$ cat src/rtl/act_sram_pkg.sv
// ---------------------------------------------------------------------------
// act_sram_pkg
// Shared constants, FSM state type and the activation slice helper for the
// activation SRAM streaming reader.
//   ACT_PER_ADDR : activations packed per SRAM word
//   BW_PER_ACT   : bits per activation
//   WORD_W       : SRAM word width
//   ADDR_W       : SRAM address width
//   SRAM_DEPTH   : number of SRAM words
//   FIFO_DEPTH   : word buffer depth (bounds buffered + outstanding reads)
// ---------------------------------------------------------------------------
package act_sram_pkg;

    localparam int ACT_PER_ADDR = 4;
    localparam int BW_PER_ACT   = 12;
    localparam int WORD_W       = ACT_PER_ADDR * BW_PER_ACT;
    localparam int ADDR_W       = 16;
    localparam int SRAM_DEPTH   = 50176;
    localparam int FIFO_DEPTH   = 2;

    localparam int BEAT_W = $clog2(ACT_PER_ADDR);
    localparam int CNT_W  = $clog2(FIFO_DEPTH + 1);

    // Index of the final activation inside a word.
    localparam logic [BEAT_W-1:0] LAST_BEAT = BEAT_W'(ACT_PER_ADDR - 1);

    typedef enum logic [1:0] {
        ST_IDLE,
        ST_FETCH,
        ST_DRAIN
    } state_t;

    // Slice 0 is the most significant activation, so a word streams out
    // MSB-first: [47:36], [35:24], [23:12], [11:0].
    function automatic logic [BW_PER_ACT-1:0] act_slice(
        input logic [WORD_W-1:0] word,
        input logic [BEAT_W-1:0] idx
    );
        return word[(ACT_PER_ADDR - 1 - int'(idx)) * BW_PER_ACT +: BW_PER_ACT];
    endfunction

endpackage

$ cat src/rtl/act_word_fifo.sv
// ---------------------------------------------------------------------------
// act_word_fifo
// Small synchronous FIFO holding whole SRAM words between the read port and
// the activation unpacker.
//   clk, rst    : clock, asynchronous active-high reset
//   push, push_data : write one word (ignored when full and not popping)
//   pop         : discard the head word (ignored when empty)
//   head        : oldest word
//   second      : word behind the head (valid when count >= 2); lets the
//                 unpacker switch words without a bubble
//   count, full, empty : occupancy
// ---------------------------------------------------------------------------
module act_word_fifo #(
    parameter  int DEPTH = 2,
    parameter  int WIDTH = 48,
    localparam int PTR_W = (DEPTH > 1) ? $clog2(DEPTH) : 1,
    localparam int CNT_W = $clog2(DEPTH + 1)
) (
    input  logic             clk,
    input  logic             rst,
    input  logic             push,
    input  logic [WIDTH-1:0] push_data,
    input  logic             pop,
    output logic [WIDTH-1:0] head,
    output logic [WIDTH-1:0] second,
    output logic [CNT_W-1:0] count,
    output logic             full,
    output logic             empty
);

    logic [WIDTH-1:0] mem [DEPTH];
    logic [PTR_W-1:0] rd_ptr_reg;
    logic [PTR_W-1:0] wr_ptr_reg;
    logic [CNT_W-1:0] count_reg;
    logic             do_push;
    logic             do_pop;

    function automatic logic [PTR_W-1:0] ptr_inc(input logic [PTR_W-1:0] p);
        if (p == PTR_W'(DEPTH - 1)) begin
            return '0;
        end
        return p + 1'b1;
    endfunction

    assign full    = (count_reg == CNT_W'(DEPTH));
    assign empty   = (count_reg == '0);
    assign count   = count_reg;
    // A full FIFO may still accept a word when the head leaves in the same cycle.
    assign do_push = push && (!full || pop);
    assign do_pop  = pop && !empty;

    always_ff @(posedge clk or posedge rst) begin
        if (rst) begin
            rd_ptr_reg <= '0;
            wr_ptr_reg <= '0;
            count_reg  <= '0;
        end else begin
            if (do_push) begin
                wr_ptr_reg <= ptr_inc(wr_ptr_reg);
            end
            if (do_pop) begin
                rd_ptr_reg <= ptr_inc(rd_ptr_reg);
            end
            case ({do_push, do_pop})
                2'b10:   count_reg <= count_reg + 1'b1;
                2'b01:   count_reg <= count_reg - 1'b1;
                default: count_reg <= count_reg;
            endcase
        end
    end

    // Storage needs no reset: occupancy alone decides what is meaningful.
    always_ff @(posedge clk) begin
        if (do_push) begin
            mem[wr_ptr_reg] <= push_data;
        end
    end

    assign head   = mem[rd_ptr_reg];
    assign second = mem[ptr_inc(rd_ptr_reg)];

endmodule

$ cat src/rtl/act_sram_reader.sv
// ---------------------------------------------------------------------------
// act_sram_reader
// Streams a range of activation SRAM words out as 12-bit activations, one per
// valid/ready beat, four per word, most significant slice first.
//   clk, rst           : clock, asynchronous active-high reset
//   start              : command strobe, sampled only while idle
//   base_addr          : first word address (captured on start)
//   num_words          : number of words to stream (captured on start)
//   busy, done         : transfer in progress / one-cycle completion pulse
//   sram_csb           : active-low read enable, low only when a read issues
//   sram_raddr         : read address
//   sram_rdata         : read data, valid the cycle after the read
//   out_valid/out_ready/out_data/out_last : activation stream
// ---------------------------------------------------------------------------
module act_sram_reader
    import act_sram_pkg::*;
(
    input  logic                  clk,
    input  logic                  rst,
    input  logic                  start,
    input  logic [ADDR_W-1:0]     base_addr,
    input  logic [ADDR_W-1:0]     num_words,
    output logic                  busy,
    output logic                  done,
    output logic                  sram_csb,
    output logic [ADDR_W-1:0]     sram_raddr,
    input  logic [WORD_W-1:0]     sram_rdata,
    output logic                  out_valid,
    input  logic                  out_ready,
    output logic [BW_PER_ACT-1:0] out_data,
    output logic                  out_last
);

    localparam int CW1 = CNT_W + 1;

    state_t                state_reg;
    state_t                state_next;
    logic [ADDR_W-1:0]     ptr_reg;
    logic [ADDR_W-1:0]     ptr_next;
    logic [ADDR_W-1:0]     remaining_reg;
    logic [ADDR_W-1:0]     remaining_next;
    logic [ADDR_W-1:0]     words_left_reg;
    logic [ADDR_W-1:0]     words_left_next;
    logic                  inflight_reg;
    logic                  done_reg;
    logic                  done_next;
    logic                  out_valid_reg;
    logic                  out_valid_next;
    logic                  out_last_reg;
    logic                  out_last_next;
    logic [BW_PER_ACT-1:0] out_data_reg;
    logic [BW_PER_ACT-1:0] out_data_next;
    logic [BEAT_W-1:0]     beat_reg;
    logic [BEAT_W-1:0]     beat_next;
    logic [BEAT_W-1:0]     beat_inc;

    logic                  issue;
    logic                  xfer_start;
    logic                  handshake;
    logic                  word_pop;
    logic                  credit_ok;
    logic                  second_avail;

    logic [WORD_W-1:0]     fifo_head;
    logic [WORD_W-1:0]     fifo_second;
    logic [CNT_W-1:0]      fifo_count;
    logic                  fifo_full;
    logic                  fifo_empty;

    // Every word in the FIFO or in flight from the SRAM holds a credit.
    // The word currently being unpacked is still the FIFO head, so the
    // output register never needs its own credit. Credits are taken before
    // the pop of this cycle is applied.
    assign credit_ok    = ({1'b0, fifo_count} + CW1'(inflight_reg)) < CW1'(FIFO_DEPTH);
    assign second_avail = (fifo_count >= CNT_W'(2));
    assign handshake    = out_valid_reg & out_ready;
    assign word_pop     = handshake && (beat_reg == LAST_BEAT);
    assign beat_inc     = beat_reg + 1'b1;

    act_word_fifo #(
        .DEPTH (FIFO_DEPTH),
        .WIDTH (WORD_W)
    ) u_word_fifo (
        .clk       (clk),
        .rst       (rst),
        .push      (inflight_reg),
        .push_data (sram_rdata),
        .pop       (word_pop),
        .head      (fifo_head),
        .second    (fifo_second),
        .count     (fifo_count),
        .full      (fifo_full),
        .empty     (fifo_empty)
    );

    // ------------------------------------------------------------------
    // Read sequencer FSM
    // ------------------------------------------------------------------
    always_comb begin
        state_next     = state_reg;
        ptr_next       = ptr_reg;
        remaining_next = remaining_reg;
        issue          = 1'b0;
        xfer_start     = 1'b0;
        done_next      = 1'b0;

        case (state_reg)
            ST_IDLE: begin
                if (start) begin
                    xfer_start     = 1'b1;
                    ptr_next       = base_addr;
                    remaining_next = num_words;
                    state_next     = (num_words == '0) ? ST_DRAIN : ST_FETCH;
                end
            end
            ST_FETCH: begin
                if ((remaining_reg != '0) && credit_ok && !fifo_full) begin
                    issue          = 1'b1;
                    ptr_next       = ptr_reg + 1'b1;
                    remaining_next = remaining_reg - 1'b1;
                    if (remaining_reg == ADDR_W'(1)) begin
                        state_next = ST_DRAIN;
                    end
                end
            end
            ST_DRAIN: begin
                // words_left is zero here only for an empty transfer.
                if ((words_left_reg == '0) || (handshake && out_last_reg)) begin
                    state_next = ST_IDLE;
                    done_next  = 1'b1;
                end
            end
            default: begin
                state_next = ST_IDLE;
            end
        endcase
    end

    // ------------------------------------------------------------------
    // Unpacker: the output register shows slice beat_reg of the FIFO head.
    // When it is empty, the FIFO is empty too, so the first slice of an
    // arriving word is taken straight from sram_rdata while the word itself
    // is pushed into the FIFO in the same cycle.
    // ------------------------------------------------------------------
    always_comb begin
        out_valid_next  = out_valid_reg;
        out_data_next   = out_data_reg;
        out_last_next   = out_last_reg;
        beat_next       = beat_reg;
        words_left_next = words_left_reg;

        if (xfer_start) begin
            words_left_next = num_words;
        end else if (word_pop) begin
            words_left_next = words_left_reg - 1'b1;
        end

        if (handshake && (beat_reg != LAST_BEAT) && !fifo_empty) begin
            beat_next     = beat_inc;
            out_data_next = act_slice(fifo_head, beat_inc);
            out_last_next = (beat_inc == LAST_BEAT) && (words_left_reg == ADDR_W'(1));
        end else if (word_pop) begin
            beat_next     = '0;
            out_last_next = 1'b0;
            if (second_avail) begin
                out_valid_next = 1'b1;
                out_data_next  = act_slice(fifo_second, '0);
            end else if (inflight_reg) begin
                out_valid_next = 1'b1;
                out_data_next  = act_slice(sram_rdata, '0);
            end else begin
                out_valid_next = 1'b0;
            end
        end else if (!out_valid_reg && inflight_reg) begin
            out_valid_next = 1'b1;
            out_data_next  = act_slice(sram_rdata, '0);
            out_last_next  = 1'b0;
            beat_next      = '0;
        end
    end

    always_ff @(posedge clk or posedge rst) begin
        if (rst) begin
            state_reg      <= ST_IDLE;
            ptr_reg        <= '0;
            remaining_reg  <= '0;
            words_left_reg <= '0;
            inflight_reg   <= 1'b0;
            done_reg       <= 1'b0;
            out_valid_reg  <= 1'b0;
            out_data_reg   <= '0;
            out_last_reg   <= 1'b0;
            beat_reg       <= '0;
        end else begin
            state_reg      <= state_next;
            ptr_reg        <= ptr_next;
            remaining_reg  <= remaining_next;
            words_left_reg <= words_left_next;
            inflight_reg   <= issue;
            done_reg       <= done_next;
            out_valid_reg  <= out_valid_next;
            out_data_reg   <= out_data_next;
            out_last_reg   <= out_last_next;
            beat_reg       <= beat_next;
        end
    end

    assign busy       = (state_reg != ST_IDLE);
    assign done       = done_reg;
    assign sram_csb   = ~issue;
    assign sram_raddr = ptr_reg;
    assign out_valid  = out_valid_reg;
    assign out_data   = out_data_reg;
    assign out_last   = out_last_reg;

endmodule

$ cat config.mk
export PLATFORM = sky130hd
export DESIGN_NAME = act_sram_reader
export DESIGN_NICKNAME = d
export VERILOG_FILES = /design/src/rtl/act_sram_pkg.sv /design/src/rtl/act_word_fifo.sv /design/src/rtl/act_sram_reader.sv
export SDC_FILE = /design/constraint.sdc
export NUM_CORES = 1
export LEC_CHECK = 0
export CORE_UTILIZATION = 50
export DETAILED_ROUTE_END_ITERATION = 8
export GPL_ROUTABILITY_DRIVEN = 0
export PLACE_DENSITY = 0.74
export SYNTH_ARGS = -nofsm -noshare
export SYNTH_HDL_FRONTEND = slang
export SYNTH_SLANG_ARGS = --single-unit
export TNS_END_PERCENT = 30
$ cat constraint.sdc
create_clock -name clk -period 10.7 [get_ports clk]
set_clock_uncertainty 0.2 [all_clocks]
set_input_delay 2.14 -clock clk [delete_from_list [all_inputs] [get_ports clk]]
set_output_delay 2.14 -clock clk [all_outputs]
set_load 0.005 [all_outputs]
==> qor.csv <==
metric,value,unit
die_h,133,um
ys_ff_latch,168,
hold_viol,0,
timing.fmax,197,MHz
post-route-drc-count,0,
hold_buffers,0,
tritoncts,built,
hold_path_class,reg2reg,
yosysTopAreaCell,edfxtp_1,
synth_edf_count,96,
antenna_found_initial,0,
cts_setup_buffers,0,
vias,6498,
reg2regPathDepth,6,
wire_per_inst,20.5,um
arrival,2.74,ns
hold_start,out_data[8],
htreeDepth,4,
place_ws,5.98,ns
yosys-top-cells-area,"edfxtp_1, dfrtp_1, mux4_2, nor2_1, o21ai_0",
path_clk_slew,0.07,ns
hpwl,14500,um
regMostFlops,u_word_fifo.mem,
ir_drop,119,uV
overflow,0,
netlist-cell-type-count,66,
path_cells,nor4_2 > nand4b_2 > o311ai_2 > clkdlybuf4s50_1,
power,1.39,mW
fp.coreArea,16700,um^2
numClockSinks,168,
final_nets,888,
grtUsageTotal,0.248,
max_stage_delay,0.60,ns
clk_latency,0.43,ns
rows,47,
leakagePower,3.66,nW
slowest_stage,nor4_2,
rr_startpoint,beat_reg[0],
avgSynthCellArea,12.4,um^2
synth_common_cells,"edfxtp_1, dfrtp_1, nor2_1, nand2_1, mux4_2",
holdPathEnd,out_data[8],
syn_area,8620,um^2
min_period,5.08,ns
maxSlewHeadroom,0.215,
drtIter0Drc,596,
pin_count,117,
synthArstFlopShare,0.429,
root_buffer,clkbuf_16,
rsz0062_at_grt,no,
largest_reg_flops,96,
timing.setup.tns,0,ns
syn2layout_area_growth,22.4,%
viasPerCell,6.32,
synth_ff_type,edfxtp_1,
hold_ws,0.300,ns
setup_slack,5.62,ns
start_util,0.516,
synthCells,694,
setup.worst_path.end_class,output port,
reg2reg_slack,7.33,ns
yosysSeqAreaShare,0.544,
drive_above_1_share,0.134,
wl,21000,um
p_per_area,132,nW/um^2
cp.required,8.36,ns
setup_viol_count_final,0,
firstDrtPassIters,6,
dieArea,17800,um^2
drtAntennaViolNets,0,
critPathLaunchType,flop,
reg2reg_to,out_data[2],
clockBufferDepth,2,
hold_path_depth,1,
final_core_util,0.631,
yosys_warnings,0,
cts.repair.resized,0,
grt_pass1_wl,34000,um
timing.final.crit_share,0.475,
slew_violations,0,
cap_violations,0,
yosysTopAreaCellShare,0.334,
synth.net_count,787,
cts_made_buffers,17,
grt_start_max_net_pins,73,
worstSetupPathType,reg2out,
die-width,133,um
status,completed,
post-synth-top-count-cell,edfxtp_1,
io_buffers,116,
antenna_cells,0,
grt_pass1_vias,6406,
worstPathMaxFanout,7,
worstMarginPinSlew,1.18,ns
[cell usage in the layout (no fill, tap or decap), types with 7 or more instances in the layout]
cell type / count
a2111oi_0: 7
a21oi_1: 40
a31oi_1: 8
buf_4: 8
clkbuf_16: 17
clkdlybuf4s50_1: 116
dfrtp_1: 71
edfxtp_1: 96
ha_1: 8
inv_1: 12
mux2i_1: 18
mux4_2: 48
nand2_1: 56
nand3_1: 13
nor2_1: 62
nor3_1: 20
nor4_1: 12
o21ai_0: 46
o22a_1: 7
o32ai_1: 9
or3_1: 10
xnor2_1: 18
[cells by family (layout without fill, tap and decap cells)]
kind of cell,count (synthesis),count (layout),synth area share
DFF,168,168,0.544
muxes,66,66,0.146
xor gates and xnor gates,20,20,0.0203
AOI/OAI and AO/OA,165,165,0.127
buffers and inverters,55,169,0.0277
adders and majority gates,9,9,0.0131
and+or+nand+nor,211,211,0.122
[per-layer routing]
metal | GRT usage | wire (um) | vias to the layer above
met5 | 0 | 0 | -
met3 | 0.0586 | 1470 | 59
li1 | - | - | 2924
met2 | 0.392 | 10300 | 324
met4 | 0.0997 | 668 | 0
met1 | 0.333 | 8640 | 3191
[where the power goes]
part / internal [mW] / total [mW] / switching [mW]
sequential: 0.694 / 0.703 / 0.00928
clock: 0.349 / 0.617 / 0.268
combinational: 0.0443 / 0.0728 / 0.0285
total: 1.09 / 1.39 / 0.306
[worst max-delay path: cells and delay by family, from the launching register on]
kind            cells  cell delay (ns)
simple gates        2             0.91
compound gates      1             0.41
buf+inv             1             0.57
flops               1             0.43
[cell type report]
| cell class | instances | area (um^2) |
|---|---|---|
| repair buffers | 124 | 1220 |
| well taps | 220 | 275 |
| fillers | 1259 | 6150 |
| flip-flops and latches | 168 | 4690 |
| multi-input cells | 471 | 3720 |
| clock inverters | 15 | 164 |
| inverters | 13 | 48.8 |
| clock buffers | 17 | 425 |
[worst max path at each step]
stage | endpoint | depth (start not counted) | slack [ns] | startpoint
6_report | sram_csb | 4 | 5.62 | remaining_reg[4]
5_1_grt | sram_csb | 4 | 5.43 | remaining_reg[4]
4_1_cts | sram_csb | 4 | 5.63 | remaining_reg[4]
3_5_place_dp | sram_raddr[13] | 7 | 5.98 | start
3_3_place_gp | sram_raddr[13] | 7 | 6.02 | start
2_1_floorplan | u_word_fifo.mem[0][0] | 4 | 5.49 | out_ready
[metrics by stage]
step	cells	instance area [um^2]
finish	1028	10500
floorplan	694	8620
CTS	1028	10500
detailed placement	996	9960
global placement	996	9960
global route	1028	10500
(Power assumes the default switching activity.)
